### src/rtl/keypad_pkg.sv
// Shared keypad definitions for the calculator blocks.
// Holds the raw keycode values, the operator encodings carried on opcode,
// and the entry FSM state encodings.
package keypad_pkg;

  // Raw keycodes. Any code with bit 4 set is a hex digit (value in [3:0]).
  localparam logic [4:0] KEY_BS  = 5'b00001;
  localparam logic [4:0] KEY_MUL = 5'b00010;
  localparam logic [4:0] KEY_SUB = 5'b00011;
  localparam logic [4:0] KEY_EQ  = 5'b00100;
  localparam logic [4:0] KEY_ADD = 5'b01010;

  // Operator encodings as presented to the arithmetic consumer.
  localparam logic [1:0] OP_ADD = 2'b00;
  localparam logic [1:0] OP_MUL = 2'b01;
  localparam logic [1:0] OP_SUB = 2'b10;

  // Entry FSM states.
  localparam logic [1:0] S_A    = 2'd0;
  localparam logic [1:0] S_B    = 2'd1;
  localparam logic [1:0] S_HOLD = 2'd2;

endpackage

### src/rtl/keypad_decode.sv
// Combinational keycode classifier.
// Ports:
//   keycode - raw 5-bit key
//   is_hex  - key is a hex digit, value on hex
//   is_op   - key is an operator, encoding on op
//   is_eq   - key is equals
//   is_bs   - key is backspace
// Unrecognised codes leave every flag low.
module keypad_decode
  import keypad_pkg::*;
(
  input  logic [4:0] keycode,
  output logic       is_hex,
  output logic [3:0] hex,
  output logic       is_op,
  output logic [1:0] op,
  output logic       is_eq,
  output logic       is_bs
);

  // Hex codes all have bit 4 set, so they can never alias the command keys.
  always_comb begin
    is_hex = keycode[4];
    hex    = keycode[3:0];
    is_op  = 1'b0;
    op     = OP_ADD;
    is_eq  = 1'b0;
    is_bs  = 1'b0;
    case (keycode)
      KEY_ADD: begin is_op = 1'b1; op = OP_ADD; end
      KEY_MUL: begin is_op = 1'b1; op = OP_MUL; end
      KEY_SUB: begin is_op = 1'b1; op = OP_SUB; end
      KEY_EQ:  is_eq = 1'b1;
      KEY_BS:  is_bs = 1'b1;
      default: ;
    endcase
  end

endmodule

### src/rtl/keypad_entry.sv
// Keypad command entry: collects "A op B =" from keypresses and offers the
// finished command on a valid/ready handshake.
// Ports:
//   clk, rst            - clock, synchronous active-high reset
//   newkey, keycode     - one-cycle keypress strobe and its code
//   operand_a/operand_b - right-justified hex operands
//   opcode              - latched operator
//   display, ndigits    - operand being entered and its digit count
//   cmd_valid/cmd_ready - command handshake
//   overflow            - pulse when a digit is dropped on a full operand
// Every output is a register; it reflects a key on the edge after the key.
module keypad_entry
  import keypad_pkg::*;
#(
  parameter int NDIGITS = 4,
  parameter int CW      = $clog2(NDIGITS + 1)
) (
  input  logic                 clk,
  input  logic                 rst,
  input  logic                 newkey,
  input  logic [4:0]           keycode,
  output logic [4*NDIGITS-1:0] operand_a,
  output logic [4*NDIGITS-1:0] operand_b,
  output logic [1:0]           opcode,
  output logic [4*NDIGITS-1:0] display,
  output logic [CW-1:0]        ndigits,
  output logic                 cmd_valid,
  input  logic                 cmd_ready,
  output logic                 overflow
);

  localparam int W = 4 * NDIGITS;
  localparam logic [CW-1:0] FULL = CW'(NDIGITS);

  logic          is_hex, is_op, is_eq, is_bs;
  logic [3:0]    hex;
  logic [1:0]    op;

  logic [1:0]    state, state_n;
  logic [CW-1:0] acnt, acnt_n, bcnt, bcnt_n;
  logic [W-1:0]  a_n, b_n;
  logic [1:0]    op_n;
  logic          valid_n, ovf_n;

  keypad_decode u_decode (
    .keycode (keycode),
    .is_hex  (is_hex),
    .hex     (hex),
    .is_op   (is_op),
    .op      (op),
    .is_eq   (is_eq),
    .is_bs   (is_bs)
  );

  // Next-state and datapath. A full operand drops the new digit and flags it.
  always_comb begin
    state_n = state;
    a_n     = operand_a;
    b_n     = operand_b;
    acnt_n  = acnt;
    bcnt_n  = bcnt;
    op_n    = opcode;
    valid_n = cmd_valid;
    ovf_n   = 1'b0;
    case (state)
      S_A: begin
        if (newkey) begin
          if (is_hex) begin
            if (acnt == FULL) begin
              ovf_n = 1'b1;
            end else begin
              a_n    = (operand_a << 4) | W'(hex);
              acnt_n = acnt + CW'(1);
            end
          end else if (is_bs) begin
            if (acnt != '0) begin
              a_n    = operand_a >> 4;
              acnt_n = acnt - CW'(1);
            end
          end else if (is_op) begin
            if (acnt != '0) begin
              op_n    = op;
              state_n = S_B;
            end
          end
        end
      end
      S_B: begin
        if (newkey) begin
          if (is_hex) begin
            if (bcnt == FULL) begin
              ovf_n = 1'b1;
            end else begin
              b_n    = (operand_b << 4) | W'(hex);
              bcnt_n = bcnt + CW'(1);
            end
          end else if (is_bs) begin
            // Backspacing past an empty B reopens A for editing.
            if (bcnt != '0) begin
              b_n    = operand_b >> 4;
              bcnt_n = bcnt - CW'(1);
            end else begin
              state_n = S_A;
            end
          end else if (is_op) begin
            // The operator can only be changed before B has any digits.
            if (bcnt == '0) op_n = op;
          end else if (is_eq) begin
            if (bcnt != '0) begin
              state_n = S_HOLD;
              valid_n = 1'b1;
            end
          end
        end
      end
      S_HOLD: begin
        // Keys are discarded here, even one coinciding with the handshake.
        if (cmd_ready) begin
          state_n = S_A;
          a_n     = '0;
          b_n     = '0;
          acnt_n  = '0;
          bcnt_n  = '0;
          op_n    = OP_ADD;
          valid_n = 1'b0;
        end
      end
      default: state_n = S_A;
    endcase
  end

  // State and output registers; display/ndigits follow the next state so
  // they stay aligned with the operands.
  always_ff @(posedge clk) begin
    if (rst) begin
      state     <= S_A;
      operand_a <= '0;
      operand_b <= '0;
      acnt      <= '0;
      bcnt      <= '0;
      opcode    <= OP_ADD;
      cmd_valid <= 1'b0;
      overflow  <= 1'b0;
      display   <= '0;
      ndigits   <= '0;
    end else begin
      state     <= state_n;
      operand_a <= a_n;
      operand_b <= b_n;
      acnt      <= acnt_n;
      bcnt      <= bcnt_n;
      opcode    <= op_n;
      cmd_valid <= valid_n;
      overflow  <= ovf_n;
      display   <= (state_n == S_A) ? a_n : b_n;
      ndigits   <= (state_n == S_A) ? acnt_n : bcnt_n;
    end
  end

endmodule

### config.mk
export PLATFORM = sky130hd
export DESIGN_NAME = keypad_entry
export DESIGN_NICKNAME = d
export VERILOG_FILES = /design/src/rtl/keypad_pkg.sv /design/src/rtl/keypad_decode.sv /design/src/rtl/keypad_entry.sv
export SDC_FILE = /design/constraint.sdc
export NUM_CORES = 1
export LEC_CHECK = 0
export BUFFER_PORTS_ARGS = -buffer_cell sky130_fd_sc_hd__buf_2
export CAP_MARGIN = 5
export CORE_MARGIN = 10
export CORE_UTILIZATION = 55
export DETAILED_ROUTE_END_ITERATION = 10
export GPL_TIMING_DRIVEN = 1
export PLACE_DENSITY = 0.79
export REMOVE_ABC_BUFFERS = 1
export SLEW_MARGIN = 20
export SYNTH_ARGS = -nofsm -noshare
export SYNTH_HDL_FRONTEND = slang
export SYNTH_SLANG_ARGS = --single-unit
### constraint.sdc
create_clock -name clk -period 3.8 [get_ports clk]
set_input_delay 0.57 -clock clk [delete_from_list [all_inputs] [get_ports clk]]
set_output_delay 0.57 -clock clk [all_outputs]
set_load 0.03 [all_outputs]
# == Word level (Yosys, flattened, before mapping) ==
# Cells that the tools add are included.
# totals
output_inout_bits,55
input_bits,9
word_cells,124
register_bits,63
# op_classes
n_eq_ne,23
n_mux,75
bitwise,2
n_reduce_logical,10
addsub,4
# ops
cell,count
16-bit two-way mux,13
16-bit one-hot mux with 2 select lines,2
2-bit two-way mux,24
3-bit two-way mux,13
16-bit by 4-bit OR with 16-bit output,2
2-bit inequality test (second input constant),14
1-bit two-way mux,16
2-bit one-hot mux with 3 select lines,2
3-bit one-hot mux with 2 select lines,2
12-bit AND reduction,1
5-bit by 2-bit equality test with 1-bit output (second input constant),2
3-bit nonzero test,3
8-bit AND reduction,1
3-bit by 1-bit adder with 3-bit output (second input constant),2
3-bit equality test (second input constant),2
3-bit by 1-bit subtractor with 3-bit output (second input constant),2
5-bit by 1-bit equality test with 1-bit output (second input constant),1
5-bit by 3-bit equality test with 1-bit output (second input constant),1
5-bit by 4-bit equality test with 1-bit output (second input constant),1
2-bit logical NOT,2
1-bit one-hot mux with 2 select lines,2
2-bit one-hot mux with 2 select lines,1
3-bit logical NOT,1
3-bit OR reduction,1
3 further kinds,3

# == Longest topological paths before layout ==
# Gate-level depths: netlist of the first run.
# logic_depth
depth_word,10
mapped_depth,10
mapped_depth_nobuf,7

# == Hierarchy ==
# A second synthesis of the first run with hierarchy kept.
# hier_totals
hier_cells,334
area_unflattened_um2,3136.8
# by_module_without_submodules
mod,area_each_um2,cells_per_inst,instances,seq_area_each_um2
keypad_entry,3027.9,321,1,1261.2
keypad_decode,108.9,13,1,0.0

# == Worst setup path before layout of the first run ==
# OpenSTA, ideal clock, no wires.
# synth_timing
path_type,input port to flip-flop
startpoint,input port keycode[3]
endpoint,register display[11]
n_path_buf,3
arrival_time_ns,2.473
path_slack_ns,1.206
t_required_ns,3.679
setup_time_ns,0.121
cell_stages,8
cell_sequence,buf_2 > or4b_4 > o311a_1 > a211oi_2 > nor3b_2 > buf_6 > buf_12 > mux2_4
# synth_between
elab_chain_len,10
word_cells_on_any_way,29
cone_classes,5 x eq/ne; 22 x mux; 2 x reduce/logical
# synth_rtl
element,line_no,source
"start, declared",keypad_entry.sv:21,"input logic [4:0] keycode,"
"5-bit by 4-bit equality test with 1-bit output, or another cell as far along",keypad_decode.sv:29,case (keycode)
3-bit OR reduction (no line) / 1-bit two-way mux (equally long branches),--,
1-bit two-way mux / 2-bit two-way mux (equally long branches),"keypad_decode.sv:29, keypad_entry.sv:108",
2-bit two-way mux (on tied branches),"keypad_entry.sv:105, keypad_entry.sv:80",
2-bit two-way mux (on tied branches),"keypad_entry.sv:97, keypad_entry.sv:75",
2-bit two-way mux (on tied branches),"keypad_entry.sv:90, keypad_entry.sv:68",
2-bit two-way mux (on tied branches),"keypad_entry.sv:89, keypad_entry.sv:67",
2-bit one-hot mux with 3 select lines,keypad_entry.sv:65,case (state)
2-bit logical NOT,keypad_entry.sv:155,display <= (state_n == S_A) ? a_n : b_n;
16-bit two-way mux *,keypad_entry.sv:155,
"end signal, assigned",keypad_entry.sv:155,
"end, declared",keypad_entry.sv:25,"output logic [4*NDIGITS-1:0] display,"
# Mark *: on every way between the ends. The rest lies on a longest branch, timed or not.
# A chain may end at the register's enable or synchronous reset.

# == Final worst setup path of the first run ==
# layout_timing
startpoint,register bcnt[0]
endpoint,register display[10]
# layout_between
elab_chain_len,10
word_cells_on_any_way,18
cone_classes,1 x eq/ne; 15 x mux; 2 x reduce/logical
# layout_rtl
element,line_no,source
"start, declared",keypad_entry.sv:40,"logic [CW-1:0] acnt, acnt_n, bcnt, bcnt_n;"
"start signal, assigned",keypad_entry.sv:151,bcnt <= bcnt_n;
3-bit nonzero test,"keypad_entry.sv:99, keypad_entry.sv:109",
2-bit two-way mux,keypad_entry.sv:109,if (bcnt != '0) begin
2-bit two-way mux,keypad_entry.sv:108,end else if (is_eq) begin
2-bit two-way mux,keypad_entry.sv:105,end else if (is_op) begin
2-bit two-way mux,keypad_entry.sv:97,end else if (is_bs) begin
2-bit two-way mux,keypad_entry.sv:90,if (is_hex) begin
2-bit two-way mux,keypad_entry.sv:89,if (newkey) begin
2-bit one-hot mux with 3 select lines,keypad_entry.sv:65,
2-bit logical NOT,keypad_entry.sv:155,
16-bit two-way mux *,keypad_entry.sv:155,
# Marked as above.

==> results.cfg, run 1 <==
[outcome]
status = complete, no violations

[synth]
yosysWarnings = 0
synth-seq-cells = 63
synth-async-reset-ratio_pct = 0
seq_area_frac_synth_pct = 35.8
yosys.area.top_type = dfxtp_1
synthCells = 394
synth_cell_types = 69
yosysMostFrequentCell = dfxtp_1
syn_area_um2 = 3530
synth_ff_type = dfxtp_1
netlist.area_leader.share_pct = 35.8
synth_area_leaders = dfxtp_1 36%, ha_1 3.5%, inv_1 3.2%, mux2_2 3.2%, a21oi_1 2.8%
avgSynthCellArea_um2 = 8.95
synthTopCellsByCount = 63 x dfxtp_1, 30 x inv_1, 20 x a21oi_1, 18 x nor2_1, 16 x o21ai_0
synth_edf_count = 0

[setup_path]
rr_worst_depth = 9
cp_max_fo = 16
cp.arrival_ns = 2.94
critPathKind = reg2reg
rr_startpoint = bcnt[0]$_SDFF_PP0_
start_kind = register
cp-end-kind = register
cp.required_ns = 4.05
r2r-end = display[10]$_SDFF_PP0_
r2r_setup_slack_ns = 1.11

[floorplan]
fp.dieW_um = 100
std_cell_rows = 29
die_area_um2 = 10000
fp.coreArea_um2 = 6280
fp.dieH_um = 100
start_util_pct = 56.2
ios = 64

[pwr]
power_density_nw_per_um2 = 428
p_sw_share_pct = 29.3
irDropWorstVdd_mv = 0.347
pwr-share-seq_pct = 41.0
p_leak_nw = 1.91
p_switching_mw = 0.516
p_clk_share_pct = 42.7
p_comb_share_pct = 16.3
p_int_mw = 1.25

[clock_tree]
clk_pin_slew_ns = 0.08
cts_root_buffer = clkbuf_8
cts_tree = done
cts_setup_buffers = 0
clock-sinks = 63
cts_made_buffers = 9
cts_buffer_depth = 2
ctsResizeCount = 0
htreeDepth = 3
ctsHoldBuffers = 0
clock_latency_ns = 0.36

[global_route]
grt_first_pass_wirelength_mm = 18.0
grt_antenna_before_repair = 0
grt.overflow.total = 0
grt_max_degree = 29
gr-usage-all-layers_pct = 22.1
grt_pass1_vias = 3420

[sta]
skew_ns = 0.0103
fin_crit_sh_pct = 70.9
worst_pin_slew_ns = 1.05
finalSetupTns_ns = 0
hold_violations = 0
fmax_ghz = 0.371
finalSetupViolations = 0
maxSlewViolCount = 0
rsz0062_at_grt = no
relSlewSlack_pct = 28.8
fin_crit_ns = 2.69

[hold_path]
holdPathStages = 2
worstHoldStart = opcode[0]$_SDFFE_PP0P_
min_path_type = reg2reg
min_to = opcode[0]$_SDFFE_PP0P_

[drt]
drt-total-wl_mm = 11.1
via_count = 3555
drc_errors = 0
dr.pass1.iters = 5
ant_nets = 0
vias_per_cell = 6.71
avgRoutedWirePerCell_um = 21.0
drt-initial-drc-count = 499

[placement]
dp_hpwl_mm = 7.98
place_inst = 514
place.gp.congestion = 0.983
io_buffers = 63

[finish]
final_layout_size_suffix_gt1_share_pct = 25.2
final_cells = 530
final_nets = 467
syn_to_final_growth_pct = 16.8
n_antenna_cell = 0

[flow_run]
max-cap-violations = 0
-- power groups by stage --
stage	Clock [mW]	Sequential (mW)	Combinational (mW)
3_3_place_gp	0	0.735	0.278
3_5_place_dp	0	0.736	0.282
4_1_cts	0.746	0.721	0.285
6_report	0.753	0.722	0.287
2_1_floorplan	0	0.793	0.125
5_1_grt	0.770	0.725	0.309
-- sequential cells by signal (all words and copies together), names as in the netlist, 2 cells and up --
signal     cells
acnt           3
bcnt           3
display       16
ndigits        3
opcode         2
operand_a     16
operand_b     16
state          2
-- metal layers --
| metal | share of wire [%] | up-vias | global-route usage, % | routed length, um |
|---|---|---|---|---|
| met5 | 0 | - | 0 | 0 |
| met4 | 3.2 | 0 | 8.80 | 351 |
| met3 | 10 | 44 | 6.32 | 1140 |
| met2 | 46 | 239 | 35.0 | 5110 |
| met1 | 41 | 1674 | 27.5 | 4520 |
| li1 | - | 1598 | - | - |
-- cell usage in the layout (no fill, tap or decap), drive strengths merged, types with 4 or more instances in the layout --
master | Yosys | routed
and2 | 8 | 8
nor3 | 16 | 16
nor4 | 9 | 9
a2bb2oi | 7 | 7
ha | 10 | 10
o2bb2ai | 5 | 5
nor3b | 5 | 5
inv | 30 | 31
nand2 | 15 | 15
o22ai | 4 | 4
clkbuf | 15 | 10
a22o | 6 | 6
dfxtp | 63 | 63
a2111oi | 4 | 4
o21ai | 17 | 17
nor2b | 5 | 5
nor2 | 18 | 18
a31oi | 10 | 10
a211o | 5 | 5
a21o | 6 | 6
o31a | 4 | 4
nand2b | 9 | 9
buf | 11 | 69
nand4 | 6 | 6
nand3 | 6 | 6
a32oi | 5 | 5
mux2i | 8 | 8
a211oi | 6 | 6
a22oi | 9 | 9
a21oi | 20 | 20
mux2 | 14 | 14
-- cell families (layout without fill, tap and decap cells) --
logic type,count (synthesis),in the layout,synth area share [%]
DFF,63,63,35.8
adders and majority gates,10,10,3.55
AOI/OAI and AO/OA,129,129,27.1
buffers and inverters,57,116,7.13
and+or+nand+nor,113,113,19.3
muxes,22,22,7.17
-- final cells by class --
type	instances	area [um2]
fill	517	2160
clock buffer	10	138
tap	77	96.3
clock inverter	6	116
sequential	63	1260
inverter	31	116
multi-input combinational	274	2020
timing repair buffer	69	373
-- how the worst max path moves through the flow --
stage | startpoint | to | slack, ns | cells after the start
2_1_floorplan | keycode[1] | display[10]$_SDFF_PP0_ | 0.55 | 5
3_3_place_gp | keycode[2] | display[15]$_SDFF_PP0_ | 0.83 | 7
3_5_place_dp | keycode[2] | display[10]$_SDFF_PP0_ | 0.78 | 7
4_1_cts | keycode[2] | display[10]$_SDFF_PP0_ | 1.14 | 7
5_1_grt | bcnt[0]$_SDFF_PP0_ | display[8]$_SDFF_PP0_ | 1.02 | 8
6_report | bcnt[0]$_SDFF_PP0_ | display[10]$_SDFF_PP0_ | 1.11 | 9
-- stage by stage --
stage | setup slack (ns) | instance area (um2) | power [mW] | utilization [%] | hold WS, ns
floorplan | 0.549 | 3390 | 0.918 | - | 0.472
global placement | 0.831 | 3870 | 1.01 | 61.6 | 0.453
detailed placement | 0.776 | 3870 | 1.02 | 61.6 | 0.465
CTS | 1.14 | 4120 | 1.75 | 65.7 | 0.476
global route | 1.02 | 4120 | 1.81 | 65.7 | 0.494
finish | 1.11 | 4120 | 1.76 | 65.7 | 0.472
-- worst max-delay path, stage by stage, from the launching register on --
cell      delay [ns]
dfxtp_1         0.33
inv_1           0.10
ha_1            0.38
nor2b_1         0.19
buf_4           0.20
o41ai_2         0.12
a211oi_2        0.27
nor3b_4         0.40
buf_12          0.23
mux2_2          0.35
(Power assumes the default switching activity.)
==> run 2, diff against run 1 <==
==> constraint.sdc (replaced) <==
create_clock -name clk -period 2.54 [get_ports clk]
set_input_delay 0.381 -clock clk [delete_from_list [all_inputs] [get_ports clk]]
set_output_delay 0.381 -clock clk [all_outputs]
set_load 0.03 [all_outputs]
==> run 2 against run 1 <==
Against the previous run:
- via count up 4.8%
- final cell count rose by 5.3%
- hold slack got worse by 0.077 ns
- flip-flop and latch count did not move
- total power grew 39%
- routed wire length increased by 4.0%
- count of clock-buffer cells in the layout unchanged
- largest power group is now sequential cells
- die area unchanged
- highest routed layer unchanged
- combinational power up 63%
- final area grew 4.2%
- critical endpoint is now display[8]$_SDFF_PP0_
==> results.cfg, run 2 (synthesized netlist as in run 1, its figures left out) <==
[hold_path]
min_path_type = in2reg

[clock_tree]
clk_pin_slew_ns = 0.09
clock_latency_ns = 0.36
htreeDepth = 3
ctsResizeCount = 0
clock-sinks = 63
cts_tree = done
cts_setup_buffers = 0
cts_buffer_depth = 2
cts_made_buffers = 9
cts_root_buffer = clkbuf_8
ctsHoldBuffers = 0

[setup_path]
cp_max_fo = 16
cp-end-kind = register
crit_buf_inv = 2
rr_startpoint = bcnt[0]$_SDFF_PP0_
crit_chain = inv_1, ha_4, or4bb_1, o21ai_0, a31oi_2, nor3b_4, buf_12, mux2_2
critPathKind = reg2reg
crit_start = bcnt[0]$_SDFF_PP0_
start_kind = register
path_delay_family = simple AND/OR/NAND/NOR gates
cp.arrival_ns = 2.69
cp.required_ns = 2.78
endpoint = display[8]$_SDFF_PP0_
r2r_setup_slack_ns = 0.09
rr_worst_depth = 8
cpPeakStageDelay_ns = 0.48
cp_slowest_cell = or4bb_1
path_depth = 8
r2r-end = display[8]$_SDFF_PP0_

[outcome]
status = complete, no violations

[pwr]
irDropWorstVdd_mv = 0.425
power_density_nw_per_um2 = 571
p_leak_nw = 2.03

[sta]
fin_crit_sh_pct = 96.3
maxSlewViolCount = 0
skew_ns = 0.0128
finalSetupTns_ns = 0
worst_pin_slew_ns = 0.764
setup_ws_ns = 0.0927
rsz0062_at_grt = no
fin_crit_ns = 2.45
hold_violations = 0
relSlewSlack_pct = 49.1
fmax_ghz = 0.409
finalSetupViolations = 0

[floorplan]
ios = 64
start_util_pct = 56.2
std_cell_rows = 29
fp.dieH_um = 100
die_area_um2 = 10000
fp.dieW_um = 100
fp.coreArea_um2 = 6280

[finish]
n_antenna_cell = 0
largest_registers = display (16), operand_a (16), operand_b (16)
final_layout_size_suffix_gt1_share_pct = 29.9
final_cells = 558
layout_common_cells = 63 x dfxtp_1, 63 x buf_2, 33 x buf_4, 30 x inv_1, 20 x a21oi_1
utilization_pct = 68.4
final_nets = 495
syn_to_final_growth_pct = 21.8

[drt]
drt-initial-drc-count = 472
avgRoutedWirePerCell_um = 20.7
via_count = 3724
dr.pass1.iters = 5
drt-total-wl_mm = 11.6
vias_per_cell = 6.67
ant_nets = 0
drc_errors = 0

[global_route]
grt_antenna_before_repair = 0
grt_pass1_vias = 3526
gr-usage-all-layers_pct = 22.3
grt_first_pass_wirelength_mm = 18.2
grt_max_degree = 24
grt.overflow.total = 0

[flow_run]
max-cap-violations = 0

[placement]
dp_hpwl_mm = 8.48
io_buffers = 63
place_inst = 542
place.gp.congestion = 1.00
place_ws_ns = -0.0000469
-- run 2: cell count changes in the layout (fill, tap and decap cells not counted), sizes merged --
cell,change
buf,+28
bufinv,-2
clkinv,+1
clkinvlp,+1
-- run 2: worst min-delay path by stage --
stage | from | depth (start not counted) | to | slack (ns)
after floorplan | rst | 1 | cmd_valid$_SDFFE_PP0P_ | 0.45
after global placement | cmd_valid$_SDFFE_PP0P_ | 2 | cmd_valid$_SDFFE_PP0P_ | 0.45
after detailed placement | cmd_valid$_SDFFE_PP0P_ | 2 | cmd_valid$_SDFFE_PP0P_ | 0.46
after CTS | rst | 2 | state[1]$_SDFF_PP0_ | 0.38
after global routing | rst | 2 | state[1]$_SDFF_PP0_ | 0.43
final | rst | 2 | state[1]$_SDFF_PP0_ | 0.40
-- run 2: routing by layer --
layer	GRT usage, %	vias up	routed length (um)
met1	28.0	1739	4670
met3	4.88	52	1230
met4	11.8	0	519
met5	0	-	0
met2	35.1	278	5150
li1	-	1655	-
-- run 2: final cells by class --
class,instances,area [um2]
Multi-Input combinational cell,274,2040
Fill cell,521,1980
Sequential cell,63,1260
Timing Repair Buffer,97,583
Clock buffer,10,128
Inverter,31,116
Tap cell,77,96.3
Clock inverter,6,68.8
-- run 2: stage by stage --
| stage | instance area (um2) | total power, mW | hold slack (ns) |
|---|---|---|---|
| CTS | 4270 | 2.43 | 0.385 |
| global route | 4300 | 2.51 | 0.430 |
| detailed placement | 4080 | 1.56 | 0.462 |
| finish | 4300 | 2.45 | 0.396 |
| floorplan | 3390 | 1.37 | 0.450 |
| global placement | 4080 | 1.55 | 0.447 |
-- run 2: report_power, final --
part / switching (mW) / internal [mW]
Sequential: 0.0417 / 1.04
Combinational: 0.303 / 0.164
Clock: 0.446 / 0.459
Total: 0.790 / 1.66
==> run 3, diff against run 2 <==
--- a/config.mk
+++ b/config.mk
@@ -11,7 +11,7 @@
 export CORE_UTILIZATION = 55
 export DETAILED_ROUTE_END_ITERATION = 10
 export GPL_TIMING_DRIVEN = 1
-export PLACE_DENSITY = 0.79
+export PLACE_DENSITY = 0.81
 export REMOVE_ABC_BUFFERS = 1
 export SLEW_MARGIN = 20
 export SYNTH_ARGS = -nofsm -noshare
==> run 3 against run 2 <==
Against the previous run:
- routed wire length down 1.7%
- final area is 0.12% lower
- flip-flop and latch count is the same
- total power increased by 9.0%
- global-route usage down 0.46 points
- die area is the same
- hold slack got worse by 0.010 ns
- critical path type unchanged
- first-iteration DRC count rose by 9.3%
- critical endpoint is now display[5]$_SDFF_PP0_
- utilization decreased by 0.080 points
- sequential share of layout area barely moved
- clock power grew 25%
- count of clock-buffer cells in the layout did not move
==> results.cfg, run 3 (synthesized netlist as in run 1, its figures left out) <==
[finish]
regArea_um2 = 1260
final_layout_size_suffix_gt1_share_pct = 29.1
final_cells = 552
layout_common_cells = 63 x dfxtp_1, 63 x buf_2, 30 x inv_1, 27 x buf_4, 20 x a21oi_1
largest_registers = display (16), operand_a (16), operand_b (16)
syn_to_final_growth_pct = 21.6
n_fill_cell = 495
final_nets = 489
multiInputGateArea_um2 = 2030
n_antenna_cell = 0

[sta]
hold_violations = 0
holdWs_ns = 0.385
maxSlewViolCount = 0
rsz0062_at_grt = no
relSlewSlack_pct = 48.1
skew_ns = 0.0127
fin_crit_ns = 2.47
finalSetupViolations = 0
fmax_ghz = 0.405
worst_pin_slew_ns = 0.779
fin_crit_sh_pct = 97.2

[pwr]
p_int_mw = 1.88
pwr-share-seq_pct = 40.5
p_comb_share_pct = 17.1
power_density_nw_per_um2 = 623
irDropWorstVdd_mv = 0.546
p_switching_mw = 0.792
p_leak_nw = 2.02
p_total_mw = 2.67
p_clk_share_pct = 42.4
p_sw_share_pct = 29.6

[drt]
avgRoutedWirePerCell_um = 20.6
drc_errors = 0
ant_nets = 0
dr_wl_met3_mm = 1.22
drt-initial-drc-count = 516
wl_met2_mm = 5.12
met1_length_mm = 4.57
dr.pass1.iters = 6
topRoutingLayerUsed = met4
vias_per_cell = 6.68
drt-total-wl_mm = 11.4
via_count = 3688

[global_route]
grt_antenna_before_repair = 0
gr-usage-all-layers_pct = 21.9
grt_max_degree = 20
grt_first_pass_wirelength_mm = 18.0
grt_pass1_vias = 3525
grt.overflow.total = 0

[clock_tree]
cts_buffer_depth = 2
cts_made_buffers = 9
clk_pin_slew_ns = 0.08
cts_setup_buffers = 0
htreeDepth = 3
cts_tree = done
clock-sinks = 63
clock_latency_ns = 0.36
cts_root_buffer = clkbuf_8

[hold_path]
min_path_type = in2reg
holdPathStages = 2

[placement]
place_inst = 536
io_buffers = 63
place.gp.congestion = 0.990
dp_hpwl_mm = 8.31

[setup_path]
rr_worst_depth = 8
start_kind = register
critPathKind = reg2reg
cp.required_ns = 2.78
cp.arrival_ns = 2.71
cp_max_fo = 16
cp-end-kind = register

[floorplan]
std_cell_rows = 29
fp.dieW_um = 100
die_area_um2 = 10000
start_util_pct = 56.2
fp.coreArea_um2 = 6280
fp.dieH_um = 100
ios = 64

[outcome]
status = complete, no violations

[flow_run]
max-cap-violations = 0
==> run 3: power by group through the flow <==
stage | clock [mW] | sequential [mW] | combinational, mW
4_1_cts | 1.13 | 1.08 | 0.451
3_3_place_gp | 0 | 1.10 | 0.439
5_1_grt | 1.17 | 1.09 | 0.486
3_5_place_dp | 0 | 1.10 | 0.448
6_report | 1.13 | 1.08 | 0.458
2_1_floorplan | 0 | 1.19 | 0.187
==> run 3: critical path: stages, from the launching register on <==
cell	delay (ns)
dfxtp_1	0.33
inv_1	0.11
ha_2	0.29
or4bb_1	0.49
o21ai_0	0.09
a31oi_1	0.17
nor3b_4	0.29
buf_12	0.21
mux2_2	0.36
==> run 3: area by class of cell <==
cell class,instances,area share [%]
clock buffers,10,3.21
clock inverters,6,2.68
inverters,31,2.71
multi-input cells,274,47.2
flip-flops and latches,63,29.4
well taps,77,2.25
repair buffers,91,12.5
==> run 3: through the flow <==
| step | utilization (%) | cell area (um2) | setup TNS, ns | setup slack [ns] |
|---|---|---|---|---|
| after floorplan | - | 3390 | -9.20 | -0.564 |
| after global routing | 68.3 | 4290 | 0 | 0.0204 |
| final | 68.3 | 4290 | 0 | 0.0719 |
| after CTS | 68.3 | 4290 | 0 | 0.0426 |
| after global placement | 64.2 | 4030 | 0 | 0.0495 |
| after detailed placement | 64.2 | 4030 | 0 | 0.00217 |
==> run 3: what timing repair did <==
action | 4_1_cts | 5_1_grt
gates resized for setup | 0 | 2
hold endpoints to repair | 0 | 0
hold buffers | 0 | 0
setup endpoints to repair | 0 | 8
==> run 3: routing by layer <==
metal,up-vias,global-route usage (%)
li1,1637,-
met1,1708,27.1
met2,279,34.6
met3,64,6.52
met4,0,9.24
met5,-,0
==> run 3: final timing paths <==
path,start,end,slack (ns)
worst max-delay path,bcnt[0]$_SDFF_PP0_,display[5]$_SDFF_PP0_,0.07
worst min-delay path,rst,state[0]$_SDFF_PP0_,0.39
worst max register to register,bcnt[0]$_SDFF_PP0_,display[5]$_SDFF_PP0_,0.07
worst min register to register,opcode[0]$_SDFFE_PP0P_,opcode[0]$_SDFFE_PP0P_,0.48
